**src/rtl/alu_status.sv**
```systemverilog
// alu_status: processor P register (N V 1 1 D I Z C); 1-cycle latency from any enable to p.
// No backpressure: never stalls, every input is consumed on the edge it is presented.
module alu_status #(
    parameter logic [7:0] RESET_P = 8'h34,
    parameter bit         DELAY_I = 1'b1
) (
    input  logic       clk,
    input  logic       rst,
    input  logic [7:0] alu_out,
    input  logic       alu_c,
    input  logic       alu_v,
    input  logic       nz_we,
    input  logic       c_we,
    input  logic       v_we,
    input  logic       bit_we,
    input  logic [7:0] bit_src,
    input  logic [3:0] flag_op,
    input  logic       plp_we,
    input  logic [7:0] plp_data,
    input  logic       brk,
    input  logic       instr_done,
    output logic [7:0] p,
    output logic [7:0] p_push,
    output logic       c_flag,
    output logic       d_flag,
    output logic       irq_mask
);

    typedef enum logic [3:0] {
        OP_NONE = 4'd0,
        OP_CLC  = 4'd1,
        OP_SEC  = 4'd2,
        OP_CLI  = 4'd3,
        OP_SEI  = 4'd4,
        OP_CLD  = 4'd5,
        OP_SED  = 4'd6,
        OP_CLV  = 4'd7,
        OP_IRQ  = 4'd8
    } flag_op_e;

    logic r_n, r_v, r_d, r_i, r_z, r_c;
    logic w_n_nxt, w_v_nxt, w_d_nxt, w_i_nxt, w_z_nxt, w_c_nxt;
    logic w_alu_zero;
    logic w_irq_entry;
    logic w_unused_plp;

    assign w_alu_zero   = (alu_out == 8'h00);
    assign w_irq_entry  = (flag_op == OP_IRQ);
    // Stacked B and bit-5 positions carry no state here.
    assign w_unused_plp = &{1'b0, plp_data[5:4]};

    // Later assignments override earlier ones, so writes are ordered lowest
    // priority first; each flag only sees writers that target it.
    always_comb begin
        w_n_nxt = r_n;
        w_v_nxt = r_v;
        w_d_nxt = r_d;
        w_i_nxt = r_i;
        w_z_nxt = r_z;
        w_c_nxt = r_c;

        if (nz_we) begin
            w_n_nxt = alu_out[7];
            w_z_nxt = w_alu_zero;
        end
        if (c_we) begin
            w_c_nxt = alu_c;
        end
        if (v_we) begin
            w_v_nxt = alu_v;
        end

        if (bit_we) begin
            w_n_nxt = bit_src[7];
            w_v_nxt = bit_src[6];
            w_z_nxt = w_alu_zero;
        end

        case (flag_op)
            OP_CLC:  w_c_nxt = 1'b0;
            OP_SEC:  w_c_nxt = 1'b1;
            OP_CLI:  w_i_nxt = 1'b0;
            OP_SEI:  w_i_nxt = 1'b1;
            OP_CLD:  w_d_nxt = 1'b0;
            OP_SED:  w_d_nxt = 1'b1;
            OP_CLV:  w_v_nxt = 1'b0;
            OP_IRQ:  w_i_nxt = 1'b1;
            default: ;
        endcase

        if (plp_we) begin
            w_n_nxt = plp_data[7];
            w_v_nxt = plp_data[6];
            w_d_nxt = plp_data[3];
            w_i_nxt = plp_data[2];
            w_z_nxt = plp_data[1];
            w_c_nxt = plp_data[0];
        end
    end

    always_ff @(posedge clk) begin
        if (rst) begin
            r_n <= RESET_P[7];
            r_v <= RESET_P[6];
            r_d <= RESET_P[3];
            r_i <= RESET_P[2];
            r_z <= RESET_P[1];
            r_c <= RESET_P[0];
        end else begin
            r_n <= w_n_nxt;
            r_v <= w_v_nxt;
            r_d <= w_d_nxt;
            r_i <= w_i_nxt;
            r_z <= w_z_nxt;
            r_c <= w_c_nxt;
        end
    end

    generate
        if (DELAY_I) begin : g_delayed_mask
            logic r_irq_mask;

            // Mask tracks I only at instruction boundaries, except that taking
            // an interrupt must mask further interrupts immediately.
            always_ff @(posedge clk) begin
                if (rst) begin
                    r_irq_mask <= 1'b1;
                end else if (w_irq_entry) begin
                    r_irq_mask <= 1'b1;
                end else if (instr_done) begin
                    r_irq_mask <= w_i_nxt;
                end
            end

            assign irq_mask = r_irq_mask;
        end else begin : g_direct_mask
            assign irq_mask = r_i;
        end
    endgenerate

    assign p      = {r_n, r_v, 1'b1, 1'b1, r_d, r_i, r_z, r_c};
    assign p_push = {r_n, r_v, 1'b1, brk,  r_d, r_i, r_z, r_c};
    assign c_flag = r_c;
    assign d_flag = r_d;

endmodule
```
**config.mk**
```make
export PLATFORM = sky130hd
export DESIGN_NAME = alu_status
export DESIGN_NICKNAME = d
export VERILOG_FILES = /design/src/rtl/alu_status.sv
export SDC_FILE = /design/constraint.sdc
export NUM_CORES = 1
export LEC_CHECK = 0
export BUFFER_PORTS_ARGS = -buffer_cell sky130_fd_sc_hd__buf_4
export CORE_MARGIN = 2
export CORE_UTILIZATION = 38
export CTS_BUF_LIST = sky130_fd_sc_hd__clkbuf_2
export DETAILED_ROUTE_END_ITERATION = 10
export PLACE_DENSITY = 0.95
export SLEW_MARGIN = 0
export SYNTH_ARGS = -nofsm -noshare
export SYNTH_HDL_FRONTEND = slang
export SYNTH_SLANG_ARGS = --single-unit
```
**constraint.sdc**
```tcl
create_clock -name clk -period 3.05 [get_ports clk]
set_input_delay 0 -clock clk [delete_from_list [all_inputs] [get_ports clk]]
set_output_delay 0 -clock clk [all_outputs]
set_load 0.02 [all_outputs]
```
==> results_dict.tcl <==
set metrics [dict create \
    drv_slew 0 \
    period_share_pct 59.6 \
    syn_inst 69 \
    avgSynthCellArea_sq_um 7.83 \
    required_ps 3200 \
    ys_types 25 \
    rsz0062_at_grt "no" \
    arrival_ps 1970 \
    fin_util_pct 62.5 \
    grt_overflow 0 \
    core_region_area_sq_mm 0.00132 \
    cts_buffers 3 \
    cts_tree "yes" \
    nNetsFinal 145 \
    clockRootBuffer "clkbuf_2" \
    drt_iter0_markers 5 \
    cts.sinks 7 \
    grt_usage_pct 19.4 \
    use_met2_pct 34.7 \
    synth_area_sq_um 541 \
    finalSetupTns_ps 0 \
    routedWlPerCell_microns 12.5 \
    cp_max_fo 3 \
    synth-seq-area-share_pct 25.9 \
    grtUsageMet1_pct 19.3 \
    antenna_found_initial 0 \
    yosys.area_share.simple_pct 21.1 \
    synthMuxAreaShare_pct 7.41 \
    leakage_nw 0.420 \
    place.gp.congestion 0.701 \
    finalClockSkew_ps 0.0418 \
    synth-seq-cells 7 \
    cap_violations 0 \
    setup_viol_count_final 0 \
    clk_latency_ps 260 \
    num-fill-cells 127 \
    crit_buf_inv 2 \
    slowest_stage "dlygate4sd3_1" \
    postCtsSetupBuffers 0 \
    cts_htree_levels 1 \
    die_y_microns 41.7 \
    dp_hpwl_microns 1180 \
    synth-edff-count 0 \
    syn2layout_area_growth_pct 52.3 \
    die_x_microns 41.7 \
    wl_microns 1490 \
    io_buffers 44 \
    synth_ff_type "dfxtp_1" \
    hold_path.class "in -> out" \
    grt_pass1_vias 607 \
    synth_adder_area_share_pct 0 \
    hold_viol_final 0 \
    synth_compound_area_share_pct 20.6 \
    rows 13 \
    fin_crit_ps 1820 \
    vias_per_cell 5.08 \
    startpoint_type "register" \
    r2r_slack_ps 1230 \
    yosysWarnings 0 \
    synth_top_family_by_area "buffers and inverters" \
    num_io_pins 58 \
    place_ws_ps 1820 \
    dp.cells 113 \
    grt_use_met3_pct 3.48 \
    clock_path_buffers 2 \
    design_area_sq_um 823 \
    max-vdd-ir-drop_uv 208 \
    via_count 609 \
    status "finished, final reports clean" \
    fin_ws_ps 1230 \
    async_flop_share_pct 0 \
    cp_top_family "compound AO/OA/AOI/OAI gates" \
    dieArea_sq_mm 0.00174 \
    crit_chain "inv_1, a311oi_1, a211o_1, a2111o_1, dlygate4sd3_1" \
    grt_pass1_wl_microns 2500 \
    crit_path_end_kind "register" \
    grt_max_degree 15 \
    initial_core_util_pct 41.0 \
    drc 0 \
    ctsResizeCount 0 \
    max_freq_mhz 550 \
    dpl_cell_area_sq_um 773 \
    slowest_delay_ps 560 \
    layout-drive-gt1-share_pct 47.6 \
    busiest_layer "met2" \
    final_cells 120 \
    powerDensity_mw_per_mm2 351 \
    clk_pin_slew_worst_paths_ps 90 \
    critPathKind "reg -> reg" \
    n_antenna_cell 0 \
    drtPass1Iterations 4 \
    synth_xor_area_share_pct 0 \
    postRouteAntennaNets 0 \
]
## logic make-up after synthesis
group / count (synthesis)
other cells: 1
simple gates: 21
mux: 4
compound gates: 17
flops: 7
buf+inv: 19
## through the flow
| stage | hold slack [ps] | power (mW) |
|---|---|---|
| floorplan | 72.1 | 0.169 |
| global route | 0.0377 | 0.302 |
| detailed placement | 0.236 | 0.209 |
| finish | 0.00881 | 0.289 |
| global placement | 0.236 | 0.206 |
| CTS | 0.236 | 0.290 |
## Yosys cell counts, types with 2 or more instances
library cell	count	share of area [%]
a21oi_1	5	4.6
a22oi_1	2	2.8
a311oi_1	2	3.2
buf_4	16	22
dfxtp_1	7	26
inv_1	2	1.4
mux2i_1	4	7.4
nand2_1	3	2.1
nor2_1	6	4.2
nor2b_1	2	2.3
nor3_1	2	1.9
nor4b_1	2	3.2
o21ai_0	4	3.7
## cells in the final DEF, fill, tap and decap left out
cell,instances
a2111o_1,1
a211o_1,1
a21oi_1,5
a22oi_1,2
a311oi_1,2
a31oi_1,1
buf_4,44
clkbuf_2,4
conb_1,3
dfxtp_1,7
dlygate4sd3_1,3
inv_1,2
mux2i_1,4
nand2_1,3
nand3_1,1
nor2_1,6
nor2b_1,2
nor3_1,2
nor4_1,1
nor4b_1,2
o21a_1,1
o21ai_0,4
or2_2,1
or2b_1,1
or3_1,1
or3b_2,1
## metal layers
layer,routed length (microns),part of all wire [%],vias up
met5,0,0,-
met4,51,3.4,0
met3,107,7.2,5
met2,807,54,30
met1,529,35,275
li1,-,-,299
## registers in the layout, summed over array words and instances (netlist names)
signal    flops
r_v           1
d_flag        1
c_flag        1
r_z           1
r_n           1
r_i           1
irq_mask      1
## worst paths after layout
kind | from | endpoint | depth (start not counted)
worst min-delay path | brk | p_push[4] | 0
worst min register to register | r_z | r_z | 2
worst max register to register | r_i | irq_mask | 5
worst max-delay path | r_i | irq_mask | 5
## timing repair
| item | CTS | global route |
|---|---|---|
| endpoints found under the setup margin | 0 | 0 |
| endpoints found under the hold margin | 5 | 0 |
| hold buffers | 3 | 0 |
## final cells by class
cell class | instances | area [sq um] | area share (%)
timing repair buffer | 47 | 360 | 43.8
multi-input combinational | 45 | 277 | 33.6
sequential | 7 | 140 | 17.0
clock buffer | 4 | 20.0 | 2.43
tap | 15 | 18.8 | 2.28
inverter | 2 | 7.51 | 0.912
## power breakdown
| group | leakage [nW] | switching [mW] | internal (mW) |
|---|---|---|---|
| Combinational | 0.345 | 0.0500 | 0.0571 |
| Sequential | 0.0581 | 0.00549 | 0.0980 |
| Clock | 0.0166 | 0.0436 | 0.0348 |
| Total | 0.420 | 0.0991 | 0.190 |
(Power assumes the default switching activity.)
